===== src/rtl/onehot_index_encoder_if.sv =====
// Mask-in / index-out stream bundle for onehot_index_encoder.
// slave = encoder side; master = mask producer plus index consumer.
interface onehot_index_encoder_if #(
    parameter int WIDTH = 32,
    parameter int IDX_W = $clog2(WIDTH)
) ();
    logic             in_valid;
    logic             in_ready;
    logic [WIDTH-1:0] in_mask;
    logic             out_valid;
    logic             out_ready;
    logic [IDX_W-1:0] out_idx;
    logic             out_last;
    logic             out_onehot;
    logic             zero_err;

    modport slave (
        input  in_valid, in_mask, out_ready,
        output in_ready, out_valid, out_idx, out_last, out_onehot, zero_err
    );

    modport master (
        output in_valid, in_mask, out_ready,
        input  in_ready, out_valid, out_idx, out_last, out_onehot, zero_err
    );
endinterface


===== src/rtl/onehot_index_encoder.sv =====
// Latches a one-hot/multi-hot mask and drains the binary index of each set bit,
// one per output handshake, lowest first (or highest first with MSB_FIRST=1).
//
//   state  | meaning
//   -------+-------------------------------------------------------------
//   S_IDLE | ready for a mask; an all-zero mask only pulses zero_err
//   S_EMIT | presenting the next index of the latched mask on the stream
module onehot_index_encoder #(
    parameter int WIDTH     = 32,
    parameter int IDX_W     = $clog2(WIDTH),
    parameter bit MSB_FIRST = 1'b0
) (
    input  logic                         clk,
    input  logic                         reset,
    onehot_index_encoder_if.slave        bus
);
    typedef enum logic {S_IDLE, S_EMIT} state_t;

    state_t           r_state;
    state_t           w_state_nxt;
    logic [WIDTH-1:0] r_pending;
    logic             r_onehot;
    logic             r_zero_err;

    logic [IDX_W-1:0] w_idx;
    logic [WIDTH-1:0] w_sel;
    logic             w_last;
    logic             w_accept;
    logic             w_mask_nz;
    logic             w_mask_onehot;
    logic             w_pop;

    assign w_accept      = bus.in_valid && (r_state == S_IDLE);
    assign w_mask_nz     = |bus.in_mask;
    assign w_mask_onehot = w_mask_nz && ((bus.in_mask & (bus.in_mask - WIDTH'(1))) == '0);
    assign w_pop         = bus.out_ready && (r_state == S_EMIT);
    assign w_last        = (r_pending != '0) && ((r_pending & (r_pending - WIDTH'(1))) == '0);
    assign w_sel         = WIDTH'(1) << w_idx;

    // The last matching assignment wins, so loop direction selects the priority.
    always_comb begin
        w_idx = '0;
        if (MSB_FIRST) begin
            for (int i = 0; i < WIDTH; i++)
                if (r_pending[i]) w_idx = IDX_W'(i);
        end else begin
            for (int i = WIDTH - 1; i >= 0; i--)
                if (r_pending[i]) w_idx = IDX_W'(i);
        end
    end

    always_ff @(posedge clk) begin
        if (reset) r_state <= S_IDLE;
        else       r_state <= w_state_nxt;
    end

    always_comb begin
        w_state_nxt = r_state;
        case (r_state)
            S_IDLE: if (w_accept && w_mask_nz) w_state_nxt = S_EMIT;
            S_EMIT: if (w_pop && w_last)       w_state_nxt = S_IDLE;
            default:                           w_state_nxt = S_IDLE;
        endcase
    end

    always_ff @(posedge clk) begin
        if (reset) begin
            r_pending  <= '0;
            r_onehot   <= 1'b0;
            r_zero_err <= 1'b0;
        end else begin
            r_zero_err <= w_accept && !w_mask_nz;
            if (w_accept && w_mask_nz) begin
                r_pending <= bus.in_mask;
                r_onehot  <= w_mask_onehot;
            end else if (w_pop) begin
                r_pending <= r_pending & ~w_sel;
            end
        end
    end

    always_comb begin
        bus.in_ready   = (r_state == S_IDLE);
        bus.out_valid  = (r_state == S_EMIT);
        bus.out_idx    = w_idx;
        bus.out_last   = w_last;
        bus.out_onehot = r_onehot && (r_state == S_EMIT);
        bus.zero_err   = r_zero_err;
    end
endmodule


===== src/flat_wrapper.sv =====
// flat-port wrapper written by rule: the top's interface ports become plain ports
module onehot_index_encoder_flat 
#(
    parameter int WIDTH     = 32,
    parameter int IDX_W     = $clog2(WIDTH),
    parameter bit MSB_FIRST = 1'b0
)
  (clk, reset, bus_in_valid, bus_in_mask, bus_out_ready, bus_in_ready, bus_out_valid, bus_out_idx, bus_out_last, bus_out_onehot, bus_zero_err);
  onehot_index_encoder_if #(.WIDTH(WIDTH), .IDX_W(IDX_W)) bus_i ();
  input  logic clk;
  input  logic reset;
  input wire logic [$bits(bus_i.in_valid)-1:0] bus_in_valid;
  input wire logic [$bits(bus_i.in_mask)-1:0] bus_in_mask;
  input wire logic [$bits(bus_i.out_ready)-1:0] bus_out_ready;
  output wire logic [$bits(bus_i.in_ready)-1:0] bus_in_ready;
  output wire logic [$bits(bus_i.out_valid)-1:0] bus_out_valid;
  output wire logic [$bits(bus_i.out_idx)-1:0] bus_out_idx;
  output wire logic [$bits(bus_i.out_last)-1:0] bus_out_last;
  output wire logic [$bits(bus_i.out_onehot)-1:0] bus_out_onehot;
  output wire logic [$bits(bus_i.zero_err)-1:0] bus_zero_err;
  assign bus_i.in_valid = bus_in_valid;
  assign bus_i.in_mask = bus_in_mask;
  assign bus_i.out_ready = bus_out_ready;
  assign bus_in_ready = bus_i.in_ready;
  assign bus_out_valid = bus_i.out_valid;
  assign bus_out_idx = bus_i.out_idx;
  assign bus_out_last = bus_i.out_last;
  assign bus_out_onehot = bus_i.out_onehot;
  assign bus_zero_err = bus_i.zero_err;
  onehot_index_encoder #(.WIDTH(WIDTH), .IDX_W(IDX_W), .MSB_FIRST(MSB_FIRST)) u_core (.clk(clk), .reset(reset), .bus(bus_i));
endmodule

===== config.mk =====
export PLATFORM = sky130hd
export DESIGN_NAME = onehot_index_encoder_flat
export DESIGN_NICKNAME = d
export VERILOG_FILES = /design/src/rtl/onehot_index_encoder_if.sv /design/src/rtl/onehot_index_encoder.sv /design/src/flat_wrapper.sv
export SDC_FILE = /design/constraint.sdc
export NUM_CORES = 1
export LEC_CHECK = 0
export ABC_CLOCK_PERIOD_IN_PS = 9910
export BUFFER_PORTS_ARGS = -buffer_cell sky130_fd_sc_hd__clkbuf_2
export CAP_MARGIN = 40
export CORE_MARGIN = 5
export CORE_UTILIZATION = 50
export DETAILED_ROUTE_END_ITERATION = 12
export PLACE_DENSITY = 0.81
export SYNTH_ARGS = -nofsm -noshare
export SYNTH_HDL_FRONTEND = slang
export SYNTH_SLANG_ARGS = --single-unit

===== constraint.sdc =====
create_clock -name clk -period 9.91 [get_ports clk]
set_input_delay 1.982 -clock clk [delete_from_list [all_inputs] [get_ports clk]]
set_output_delay 1.982 -clock clk [all_outputs]
set_load 0.05 [all_outputs]

After elaboration in Yosys (flattened, before gate mapping)
Index checks and enable logic that the tools add are counted.
{"block": "totals", "mem_count": 0, "rom_bits": 0, "output_inout_bits": 10, "wordCells": 63, "latch_bits": 0, "reg_bits": 35, "inputBits": 36, "ramBits": 0}
{"block": "classes", "bitwise_logic": 5, "n_mul": 0, "eq_ne": 0, "reduce_logical": 14, "n_lt_le_gt_ge": 0, "div": 0, "add_sub_neg": 2, "n_shift": 1, "mux": 37}
{"operator": "5-bit 2-to-1 mux", "n": 32}
{"operator": "32-bit bitwise AND", "n": 3}
{"operator": "32-bit logical NOT", "n": 2}
{"operator": "32-bit 2-to-1 mux", "n": 2}
{"operator": "32-bit by 1-bit subtractor with 32-bit output (second input constant)", "n": 2}
{"operator": "32-bit NOT", "n": 1}
{"operator": "32-bit nonzero test", "n": 1}
{"operator": "32-bit OR reduction", "n": 1}
{"operator": "1-bit by 5-bit left shift with 32-bit output (first input constant)", "n": 1}
{"operator": "1-bit logical AND", "n": 8}
{"operator": "1-bit 2-to-1 mux", "n": 2}
{"operator": "1-bit one-hot mux with 2 select lines", "n": 1}
{"operator": "2-bit nonzero test", "n": 1}
{"operator": "1-bit logical NOT", "n": 1}
{"operator": "1-bit NOT", "n": 1}

Logic depth before layout (Yosys ltp)
Gate-level depths: netlist (run 1).
{"block": "logic_depth", "word_depth": 37, "depth_mapped": 9, "mapped_depth_nobuf": 8}

Worst setup path before layout (run 1)
Ideal clock, no wire load.
{"block": "synth_timing", "path_type": "input to register", "startpoint": "input port bus_in_mask[2]", "endpoint": "register u_core.r_onehot", "t_arrival_ns": 4.772, "n_path_buf": 0, "path_slack_ns": 5.054, "setup_ns": 0.084, "stages": 7, "t_required_ns": 9.826, "cell_sequence": "or4_4 > or3_4 > or4_4 > or4_1 > maj3_2 > or4_4 > o31ai_2"}
{"block": "synth_via", "elab_chain_len": 4, "word_cells_on_any_way": 6, "cone_classes": "add/sub: 1; bitwise: 1; reduce/logical: 4"}
{"element": "start: declaration", "line": "flat_wrapper.sv:13", "source": "input wire logic [$bits(bus_i.in_mask)-1:0] bus_in_mask;"}
{"element": "32-bit by 1-bit subtractor with 32-bit output", "line": "onehot_index_encoder.sv:35", "source": "assign w_mask_onehot = w_mask_nz && ((bus.in_mask & (bus.in_mask - WIDTH'(1))) == '0);"}
{"element": "32-bit bitwise AND", "line": "onehot_index_encoder.sv:35"}
{"element": "32-bit logical NOT", "line": "onehot_index_encoder.sv:35"}
{"element": "1-bit logical AND", "line": "onehot_index_encoder.sv:35"}
{"element": "end signal: assignment", "line": "onehot_index_encoder.sv:75", "source": "r_onehot <= w_mask_onehot;"}
{"element": "end: declaration", "line": "onehot_index_encoder.sv:22", "source": "logic r_onehot;"}
Parallel ways exist; a longest one is shown, timed or not.
A chain may end at the register's enable or synchronous reset.

Worst setup path after layout (run 1)
{"block": "layout_timing", "startpoint": "register u_core.r_pending[4]", "endpoint": "output port bus_out_last"}
{"block": "layout_via", "elab_chain_len": 4, "word_cells_on_any_way": 5, "cone_classes": "add/sub: 1; bitwise: 1; reduce/logical: 3"}
{"element": "start: declaration", "line": "onehot_index_encoder.sv:21", "source": "logic [WIDTH-1:0] r_pending;"}
{"element": "start signal: assignment", "line": "onehot_index_encoder.sv:74", "source": "r_pending <= bus.in_mask;"}
{"element": "start signal: assignment", "line": "onehot_index_encoder.sv:77", "source": "r_pending <= r_pending & ~w_sel;"}
{"element": "32-bit by 1-bit subtractor with 32-bit output", "line": "onehot_index_encoder.sv:37", "source": "assign w_last = (r_pending != '0) && ((r_pending & (r_pending - WIDTH'(1))) == '0);"}
{"element": "32-bit bitwise AND", "line": "onehot_index_encoder.sv:37"}
{"element": "32-bit logical NOT", "line": "onehot_index_encoder.sv:37"}
{"element": "1-bit logical AND *", "line": "onehot_index_encoder.sv:37"}
{"element": "end: declaration", "line": "flat_wrapper.sv:18", "source": "output wire logic [$bits(bus_i.out_last)-1:0] bus_out_last;"}
Mark *: on every way between the ends. The rest lies on a longest branch, timed or not.

==> metrics.txt, run 1 <==
number of hold violations in the final report 0; ratio of routed vias to standard cells between 6 and 7; beginning of the worst hold path u_core.r_onehot$_SDFFE_PP0P_; deepest clock path buffer count 2; number of slew-limit violations in the final report 0; fmax around 190 MHz; Clock Root Buffer sky130_fd_sc_hd__clkbuf_8; type of element capturing the critical path output port; I/O pin count 46; share of async-settable or async-resettable flops after synthesis 0%; Slew headroom approximately half; post-layout net count between 400 and 500; number of nets with antenna violations after detailed routing 0; DR pass1 iterations 5; Total Wirelength between 8 and 9 mm; clock buffer count from CTS 5; remaining design rule violation count 0; cell with the largest stage delay on the worst path sky130_fd_sc_hd__or4_1; post-synthesis instance area 0.00271 mm2; clock period minus final worst setup slack 5300 ps; required time of the worst setup path 7930 ps; number of global-route vias before repair approximately 3,000; Max VDD drop ~0.000074 V; part of the Yosys area used for sequential elements 25.9%; Ys Warns 0; layout cells sized above 1 about 17%; total number of H-tree levels 2; top flip-flop cell by instance count after synthesis sky130_fd_sc_hd__dfxtp_1; first-pass GRT wire length 14.2 mm; Final Cell Area ~0.003 mm2; cell area after placement just under 0.003 mm2; crit start category flip-flop; CTS tree yes; via total after detailed routing between 3,000 and 4,000; maximum capacitance violations 0; Hold-fix buffers, CTS 0; Max Fanout on Critical Path 10; Die Outline Area 0.00698 mm2; reg2reg path depth 7; total of fill cells in the finished design 471; cell leakage power ~0.0011 uW; power density over the cells between 100 and 150 mW/mm2; antenna violations before repair 0; insertion delay of the later-clocked pin in the worst-skew pair between 200 and 300 ps; area growth from synthesis to layout 13.3%; CP bufs+invs 1; Iteration-0 DRC Markers ~290; total negative slack 0 ps; most frequent cells in the layout sky130_fd_sc_hd__nand2_1, sky130_fd_sc_hd__clkbuf_2, sky130_fd_sc_hd__dfxtp_1; Cell variety after synth 52; FF-to-FF Start u_core.r_pending[4]$_SDFFE_PP0P_; number of input and output port buffers inserted between 40 and 50; mean instance size in the synthesized netlist just over 7 um2; data arrival time of the worst path roughly 3300 ps; register bit count reported by yosys 35; most common cell after layout, fill and taps aside sky130_fd_sc_hd__nand2_1; cells along the critical path or4_1 > nor3_1 > nand2_1 > o31ai_1 > nand2_1 > a2111oi_0 > and4_1 > clkbuf_2; reg-to-reg slack, setup 6800 ps; post-CTS sizing 0; post-CTS setup-driven buffer insertion count 0; mean routed wirelength per cell ~18 um; GRT Util Overall between 20% and 30%; Worst Hold Path Cells 2; Cell Count Post-Placement roughly 470; effective utilization at floorplan a little over half; Final setup violation count 0; die width roughly 84 um; Reg clk slew, reported paths approximately 70 ps; final weighted congestion of routability-driven global placement 0.904; diodes inserted 0; synthesized net count ~410; post-route non-filler standard cell count 481; final critical-path share of the clock period between 50% and 60%; critical register-to-register path endpoint u_core.bus.out_valid$_SDFF_PP0_; maximum number of pins on one net before global-route repair 37; die height 83.6 um; skew final 5.80 ps; Hold Path Sink u_core.r_onehot$_SDFFE_PP0P_; cell family with the largest share of critical-path delay simple AND/OR/NAND/NOR gates; Tightest Hold Check Type flip-flop to flip-flop; setup repair after global routing missed its margin false; Worst Setup Path Type flip-flop to output port; CORE AREA between 0.005 and 0.006 mm2; Post-DP HPWL between 6 and 7 mm; grt ovf 0; status finished clean; worst hold slack after final layout 520 ps; largest stage delay on the critical path 620 ps; count of flip-flops with a built-in enable after synthesis 0; measured slew at the worst slew-check pin just over 700 ps; Placement Rows 26; number of cells produced by synthesis 378; cell repeated most along the worst path sky130_fd_sc_hd__nand2_1; post-route core utilization around 59%; total number of clock tree sinks 35
-- tightest hold or removal path, cell delays in order, from the launching register on --
cell,delay [ps]
sky130_fd_sc_hd__dfxtp_1,320
sky130_fd_sc_hd__nand3b_1,100
sky130_fd_sc_hd__o31ai_2,60
-- cells in the mapped netlist, types with 2 or more instances --
library cell / count / area [um2]
sky130_fd_sc_hd__a2111oi_0: 8 / 70.1
sky130_fd_sc_hd__a211oi_1: 4 / 30.0
sky130_fd_sc_hd__a21oi_1: 32 / 160
sky130_fd_sc_hd__a221o_1: 2 / 20.0
sky130_fd_sc_hd__a221oi_1: 9 / 78.8
sky130_fd_sc_hd__a311oi_1: 4 / 35.0
sky130_fd_sc_hd__a31oi_1: 2 / 12.5
sky130_fd_sc_hd__and2_1: 2 / 12.5
sky130_fd_sc_hd__and4_1: 2 / 17.5
sky130_fd_sc_hd__buf_1: 2 / 7.51
sky130_fd_sc_hd__clkbuf_1: 20 / 75.1
sky130_fd_sc_hd__dfxtp_1: 35 / 701
sky130_fd_sc_hd__inv_1: 11 / 41.3
sky130_fd_sc_hd__maj3_1: 5 / 50.1
sky130_fd_sc_hd__mux2i_1: 6 / 60.1
sky130_fd_sc_hd__nand2_1: 56 / 210
sky130_fd_sc_hd__nand2b_1: 2 / 12.5
sky130_fd_sc_hd__nand3_1: 12 / 60.1
sky130_fd_sc_hd__nand3b_1: 3 / 22.5
sky130_fd_sc_hd__nand4_1: 6 / 37.5
sky130_fd_sc_hd__nor2_1: 28 / 105
sky130_fd_sc_hd__nor2b_1: 2 / 12.5
sky130_fd_sc_hd__nor3_1: 15 / 75.1
sky130_fd_sc_hd__nor4_1: 12 / 75.1
sky130_fd_sc_hd__o211ai_1: 21 / 158
sky130_fd_sc_hd__o21a_1: 3 / 22.5
sky130_fd_sc_hd__o21ai_0: 16 / 80.1
sky130_fd_sc_hd__o22ai_1: 5 / 31.3
sky130_fd_sc_hd__o31ai_1: 6 / 45.0
sky130_fd_sc_hd__o32ai_1: 2 / 17.5
sky130_fd_sc_hd__or2_2: 5 / 31.3
sky130_fd_sc_hd__or3_1: 9 / 56.3
sky130_fd_sc_hd__or3_4: 2 / 22.5
sky130_fd_sc_hd__or4_1: 8 / 60.1
sky130_fd_sc_hd__or4_4: 4 / 45.0
-- registers in the layout (all words and copies together), names as in the netlist --
| signal | cells |
|---|---|
| u_core.r_pending | 32 |
| u_core.r_onehot | 1 |
| u_core.bus.zero_err | 1 |
| u_core.bus.out_valid | 1 |
-- power by group --
part / switching, uW / leakage, uW / internal [uW]
Clock: 50.6 / 0.0000470 / 54.5
Combinational: 117 / 0.000783 / 58.0
Sequential: 18.4 / 0.000287 / 150
-- logic make-up after synthesis --
group,after synthesis,synth area share [%]
compound gates,128,32.8
fa+ha+maj,6,2.27
buf+inv,33,4.58
flops,35,25.9
mux,6,2.22
simple gates,170,32.2
-- how the worst max path moves through the flow --
| stage | endpoint | slack (ps) | start | cells after the start |
|---|---|---|---|---|
| 2_1_floorplan | u_core.r_onehot$_SDFFE_PP0P_ | 5050 | bus_in_mask[2] | 7 |
| 3_3_place_gp | bus_out_last | 4880 | u_core.r_pending[4]$_SDFFE_PP0P_ | 8 |
| 3_5_place_dp | u_core.r_onehot$_SDFFE_PP0P_ | 4840 | bus_in_mask[3] | 8 |
| 4_1_cts | bus_out_last | 4580 | u_core.r_pending[4]$_SDFFE_PP0P_ | 8 |
| 5_1_grt | bus_out_last | 4420 | u_core.r_pending[4]$_SDFFE_PP0P_ | 8 |
| 6_report | bus_out_last | 4610 | u_core.r_pending[4]$_SDFFE_PP0P_ | 8 |
-- area by class of cell --
type / instances / area, um2 / area share, %
clock buffers: 6 / 82.6 / 2.69
clock inverters: 1 / 5.00 / 0.163
inverters: 11 / 41.3 / 1.35
multi-input cells: 310 / 1880 / 61.5
flip-flops and latches: 35 / 701 / 22.9
well taps: 70 / 87.6 / 2.86
repair buffers: 48 / 263 / 8.57
-- layer usage --
layer / up-vias / wire length (um) / track usage (%)
li1: 1550 / - / -
met1: 1495 / 3600 / 30.8
met2: 192 / 4010 / 40.4
met3: 30 / 666 / 4.15
met4: 0 / 275 / 12.3
met5: - / 0 / 0
-- stage by stage --
step                total power [uW]  setup WS [ps]
global placement                 335           4880
global route                     470           4420
detailed placement               341           4840
CTS                              443           4580
finish                           448           4610
floorplan                        287           5050
Power figures use the tool's default switching activity.
==> run 2: changes to the inputs <==
- ABC_AREA: default -> 1
- ABC_CLOCK_PERIOD_IN_PS: 9910 -> 5400
- PLACE_DENSITY: 0.81 -> 0.8
- clock period: 9.91 -> 5.4 ns (I/O delays scaled with it)
==> run 2 against run 1 <==
Utilization decreased by 2.9 points; first-iteration DRC count rose by 18%; critical path type unchanged; wire length grew 10%; clock power increased by 88%; worst setup slack got worse by 4000 ps; register-to-register slack got worse by 4600 ps; via count rose by 13%; largest cell class unchanged.
==> metrics.txt, run 2 <==
Worst Hold Path Cells 2; final critical-path share of the clock period between 80% and 90%; final weighted congestion of routability-driven global placement ~0.94; power density over the cells between 200 and 250 mW/mm2; layout cells sized above 1 a little over an eighth; Post-DP HPWL between 7 and 8 mm; total number of clock tree sinks 35; DR pass1 iterations 5; Largest register FFs 32; maximum capacitance violations 0; top post-synthesis cells by area sky130_fd_sc_hd__dfxtp_1, sky130_fd_sc_hd__nand2_1, sky130_fd_sc_hd__inv_1, sky130_fd_sc_hd__nor2_1, sky130_fd_sc_hd__nand3_1; type of element capturing the critical path output port; reg2reg path depth 18; number of global-route vias before repair ~3,500; CORE AREA between 0.006 and 0.007 mm2; Max Fanout on Critical Path 6; top cells by instance count after synthesis sky130_fd_sc_hd__nand2_1, sky130_fd_sc_hd__inv_1, sky130_fd_sc_hd__nor2_1; Worst Setup Path Type flip-flop to output port; setup slack of the critical path after layout between 500 and 600 ps; Slew headroom between 40% and 50%; total negative slack 0 ps; number of nets with antenna violations after detailed routing 0; Tightest Hold Check Type flip-flop to flip-flop; register bit count reported by yosys 35; required time of the worst setup path between 4000 and 5000 ps; grt ovf 0; most numerous cell in the Yosys netlist sky130_fd_sc_hd__nand2_1; Multi-input gate area ~0.0019 mm2; area growth from synthesis to layout 11.3%; Reg clk slew, reported paths 80 ps; number of cells produced by synthesis around 550; clock buffer count from CTS 5; die height 89.5 um; Clock Root Buffer sky130_fd_sc_hd__clkbuf_8; post-layout net count about 620; effective utilization at floorplan 50.7%; mean instance size in the synthesized netlist around 5.8 um2; number of slew-limit violations in the final report 0; total area of sequential cells 701 um2; CTS tree yes; top cell type by total area after synthesis sky130_fd_sc_hd__dfxtp_1; clock period minus final worst setup slack around 4800 ps; status finished clean; post-place setup slack between 1000 and 1500 ps; Total Wirelength 9.43 mm; mean routed wirelength per cell about 14 um; maximum number of pins on one net before global-route repair 37; antenna violations before repair 0; post-CTS sizing 0; skew final ~14 ps; FF-to-FF Start u_core.r_pending[1]$_SDFFE_PP0P_; share of async-settable or async-resettable flops after synthesis 0%; Die Outline Area around 0.0080 mm2; ratio of routed vias to standard cells approximately 5.6; register name with the most flops u_core.r_pending; insertion delay of the later-clocked pin in the worst-skew pair ~300 ps; measured slew at the worst slew-check pin between 800 and 900 ps; die width 89.5 um; total of fill cells in the finished design roughly 650; Placement Rows 29; synthesized net count between 500 and 600; beginning of the worst hold path u_core.r_onehot$_SDFFE_PP0P_; Ys Warns 0; I/O pin count 46; Cell variety after synth 44; part of the Yosys area used for sequential elements 22.2%; first-pass GRT wire length roughly 16 mm; deepest clock path buffer count 2; total number of H-tree levels 2; remaining design rule violation count 0; Iteration-0 DRC Markers 340; data arrival time of the worst path between 3000 and 4000 ps; post-CTS setup-driven buffer insertion count 0; Max VDD drop roughly 0.00017 V; fmax 207 MHz; Final setup violation count 0; post-synthesis instance area about 0.0032 mm2; Hold-fix buffers, CTS 0; Hold Path Sink u_core.r_onehot$_SDFFE_PP0P_; area share of the largest cell type after synthesis ~22%; number of input and output port buffers inserted 45; cell leakage power ~0.0019 uW; most common cell after layout, fill and taps aside sky130_fd_sc_hd__nand2_1; critical register-to-register path endpoint u_core.bus.out_valid$_SDFF_PP0_; diodes inserted 0; setup repair after global routing missed its margin false; crit start category flip-flop; top flip-flop cell by instance count after synthesis sky130_fd_sc_hd__dfxtp_1; number of hold violations in the final report 0; count of flip-flops with a built-in enable after synthesis 0; most frequent cells in the layout sky130_fd_sc_hd__nand2_1, sky130_fd_sc_hd__inv_1, sky130_fd_sc_hd__nor2_1; GRT Util Overall roughly a quarter; via total after detailed routing about 3,700; reg-to-reg slack, setup 2160 ps
## run 2: changes by cell type after synthesis, sizes merged, moves of 11 or more
cell and change:
nand3 +17, nand2 +90, a21oi -11, o311ai +11, o211ai -12, inv +109
or3 -11, nor2 +55, clkbuf -16, or4 -12, o221ai +11
## run 2: area by class of cell
class | count | area share (%)
flip-flops and latches | 35 | 19.9
clock buffers | 7 | 2.17
multi-input cells | 380 | 55.0
clock inverters | 1 | 0.142
well taps | 77 | 2.74
inverters | 120 | 12.9
repair buffers | 46 | 7.18
## run 2: metal layers
metal / wire length [um] / part of all wire (%) / global-route usage, %
met5: 0 / 0 / 0
met4: 240 / 2.5 / 10.4
met3: 837 / 8.9 / 5.07
met2: 4320 / 46 / 39.2
met1: 4040 / 43 / 34.2
## run 2: where the power goes
group          internal, uW  leakage (uW)  switching, uW
registers               274      0.000287           16.0
clock network          90.8     0.0000422            106
logic                  97.9       0.00159            225
total                   463       0.00192            347
## run 2: cell families after synthesis
family | share of synthesized area, %
DFF | 22.2
adders and majority gates | 0.633
AOI/OAI and AO/OA | 20.3
buffers and inverters | 16.7
and+or+nand+nor | 40.2
## run 2: how the worst max path moves through the flow
stage                                startpoint      endpoint  slack (ps)  depth (start not counted)
6_report       u_core.r_pending[1]$_SDFFE_PP0P_  bus_out_last         570                         19
5_1_grt        u_core.r_pending[1]$_SDFFE_PP0P_  bus_out_last         190                         19
3_3_place_gp   u_core.r_pending[1]$_SDFFE_PP0P_  bus_out_last        1020                         19
2_1_floorplan  u_core.r_pending[1]$_SDFFE_PP0P_  bus_out_last         280                         14
3_5_place_dp   u_core.r_pending[1]$_SDFFE_PP0P_  bus_out_last        1020                         19
4_1_cts        u_core.r_pending[1]$_SDFFE_PP0P_  bus_out_last         680                         19
## run 2: critical path: stages (launching register included)
cell                        delay [ps]
sky130_fd_sc_hd__dfxtp_1           330
sky130_fd_sc_hd__nor2_1            100
sky130_fd_sc_hd__inv_1              50
sky130_fd_sc_hd__nor2_1            110
sky130_fd_sc_hd__inv_1              50
sky130_fd_sc_hd__nor2_1            190
sky130_fd_sc_hd__nand2_1           210
sky130_fd_sc_hd__nor2_1            350
sky130_fd_sc_hd__inv_1             150
sky130_fd_sc_hd__nor2_1            180
sky130_fd_sc_hd__inv_1              70
sky130_fd_sc_hd__nand2_1            60
sky130_fd_sc_hd__inv_1              70
sky130_fd_sc_hd__nor3_1            190
sky130_fd_sc_hd__o2111ai_1         130
sky130_fd_sc_hd__nor2_1            140
sky130_fd_sc_hd__nand2_1            60
sky130_fd_sc_hd__nor4_1            340
sky130_fd_sc_hd__nor4b_1           320
sky130_fd_sc_hd__clkbuf_2          340
## run 2: per-stage QoR
| step | utilization [%] | total power [uW] | hold WS, ps | area [um2] | instances |
|---|---|---|---|---|---|
| floorplan | - | 529 | 439 | 3160 | 549 |
| global placement | 54.6 | 607 | 461 | 3410 | 657 |
| detailed placement | 55.1 | 613 | 461 | 3440 | 658 |
| CTS | 56.4 | 810 | 472 | 3520 | 666 |
| global route | 56.4 | 867 | 500 | 3520 | 666 |
| finish | 56.4 | 810 | 469 | 3520 | 666 |
==> run 3: changes to the inputs <==
- CORE_MARGIN: 5 -> 3
==> run 3 against run 2 <==
Worst hold slack lost 0.65 ps; via count grew 0.84%; non-clock buffer count is the same; wire length grew 0.47%; sequential share of layout area is essentially flat; clock-buffer cell count grew 1; register-to-register slack gained 40 ps; flip-flop and latch count is the same; critical path type unchanged; largest cell class unchanged; fmax grew 1.5%; clock skew shrank 8.0 ps.
==> metrics.txt, run 3 (synthesis results as in run 2) <==
insertion delay of the later-clocked pin in the worst-skew pair 300 ps; CTS tree yes; fmax 210 MHz; clock period minus final worst setup slack around 4800 ps; number of hold violations in the final report 0; Largest register FFs 32; number of input and output port buffers inserted 45; clock buffer count from CTS 5; GRT Util Overall a little over a quarter; Max Fanout on Critical Path 6; Post-DP HPWL slightly above 7 mm; die height approximately 86 um; diodes inserted 0; Iteration-0 DRC Markers 344; Final setup violation count 0; post-CTS sizing 0; final critical-path share of the clock period roughly 88%; measured slew at the worst slew-check pin 894 ps; deepest clock path buffer count 2; number of slew-limit violations in the final report 0; Clock Root Buffer sky130_fd_sc_hd__clkbuf_8; status finished clean; crit start category flip-flop; register name with the most flops u_core.r_pending; beginning of the worst hold path u_core.r_onehot$_SDFFE_PP0P_; maximum number of pins on one net before global-route repair 37; cell leakage power 0.00192 uW; required time of the worst setup path 4320 ps; total negative slack 0 ps; Placement Rows 28; post-route non-filler standard cell count 664; post-layout net count between 600 and 700; DR pass1 iterations 5; Reg clk slew, reported paths roughly 80 ps; total number of clock tree sinks 35; FF-to-FF Start u_core.r_pending[1]$_SDFFE_PP0P_; setup slack of the critical path after layout approximately 640 ps; Die Outline Area 0.00731 mm2; via total after detailed routing 3,735; Hold-fix buffers, CTS 0; power density over the cells approximately 240 mW/mm2; Cell Count Post-Placement 656; skew final about 6.0 ps; most common cell after layout, fill and taps aside sky130_fd_sc_hd__nand2_1; Max VDD drop roughly 0.00016 V; most frequent cells in the layout sky130_fd_sc_hd__nand2_1, sky130_fd_sc_hd__inv_1, sky130_fd_sc_hd__nor2_1; effective utilization at floorplan between 50% and 60%; remaining design rule violation count 0; layout cells sized above 1 about an eighth; number of global-route vias before repair roughly 3,400; I/O pin count 46; post-layout total power between 800 and 900 uW; CORE AREA roughly 0.006 mm2; post-place setup slack 1030 ps; total number of H-tree levels 2; first element of the critical path u_core.r_pending[1]$_SDFFE_PP0P_; mean routed wirelength per cell roughly 14 um; Tightest Hold Check Type flip-flop to flip-flop; maximum capacitance violations 0; first-pass GRT wire length ~16 mm; Worst Setup Path Type flip-flop to output port; Final Cell Area between 0.003 and 0.004 mm2; grt ovf 0; ratio of routed vias to standard cells between 5 and 6; antenna violations before repair 0; die width about 86 um; Total Wirelength roughly 9.5 mm; setup repair after global routing missed its margin false; number of nets with antenna violations after detailed routing 0; cell area after placement 0.00342 mm2; post-CTS setup-driven buffer insertion count 0; type of element capturing the critical path output port; Slew headroom between 40 and 50%; final weighted congestion of routability-driven global placement between 0.9 and 1; area growth from synthesis to layout 11.4%; data arrival time of the worst path about 3700 ps
-- run 3: path summary, 6_finish.rpt --
kind | to | slack, ps | cells past startpoint
min reg2reg | u_core.r_onehot$_SDFFE_PP0P_ | 470 | 2
max reg2reg | u_core.bus.out_valid$_SDFF_PP0_ | 2200 | 18
min | u_core.r_onehot$_SDFFE_PP0P_ | 470 | 2
max | bus_out_last | 640 | 19
-- run 3: through the flow --
| stage | util, % | hold slack [ps] |
|---|---|---|
| floorplan | - | 439 |
| global placement | 56.5 | 462 |
| detailed placement | 56.8 | 462 |
| CTS | 58.5 | 472 |
| global route | 58.5 | 509 |
| finish | 58.5 | 469 |
-- run 3: power by group --
group	switching, uW	leakage (uW)	internal [uW]
sequential	16.4	0.000287	274
combinational	226	0.00158	96.9
clock	104	0.0000515	117
-- run 3: area by class of cell --
cell class,instances,area (um2)
fillers,621,2500
multi-input cells,380,1930
flip-flops and latches,35,701
inverters,120,453
repair buffers,46,240
clock buffers,8,100
well taps,75,93.8
-- run 3: routing by layer --
layer	GRT usage [%]	wire (um)	vias to the layer above	part of all wire, %
met3	4.03	832	19	8.8
met4	7.77	163	0	1.7
met2	41.2	4160	173	44
met5	0	0	-	0
li1	-	-	1854	-
met1	37.3	4320	1689	46
-- run 3: worst max-delay path, cell delays in order (launching register included) --
cell and delay (ps):
sky130_fd_sc_hd__dfxtp_1 340, sky130_fd_sc_hd__nor2_1 110, sky130_fd_sc_hd__inv_1 40, sky130_fd_sc_hd__nor2_1 120, sky130_fd_sc_hd__inv_1 50, sky130_fd_sc_hd__nor2_1 200, sky130_fd_sc_hd__nand2_1 200, sky130_fd_sc_hd__nor2_1 330
sky130_fd_sc_hd__inv_1 160, sky130_fd_sc_hd__nor2_1 170, sky130_fd_sc_hd__inv_1 80, sky130_fd_sc_hd__nand2_1 60, sky130_fd_sc_hd__inv_1 90, sky130_fd_sc_hd__nor3_1 200, sky130_fd_sc_hd__o2111ai_1 160, sky130_fd_sc_hd__nor2_1 130
sky130_fd_sc_hd__nand2_1 60, sky130_fd_sc_hd__nor4_1 280, sky130_fd_sc_hd__nor4b_1 290, sky130_fd_sc_hd__clkbuf_2 340
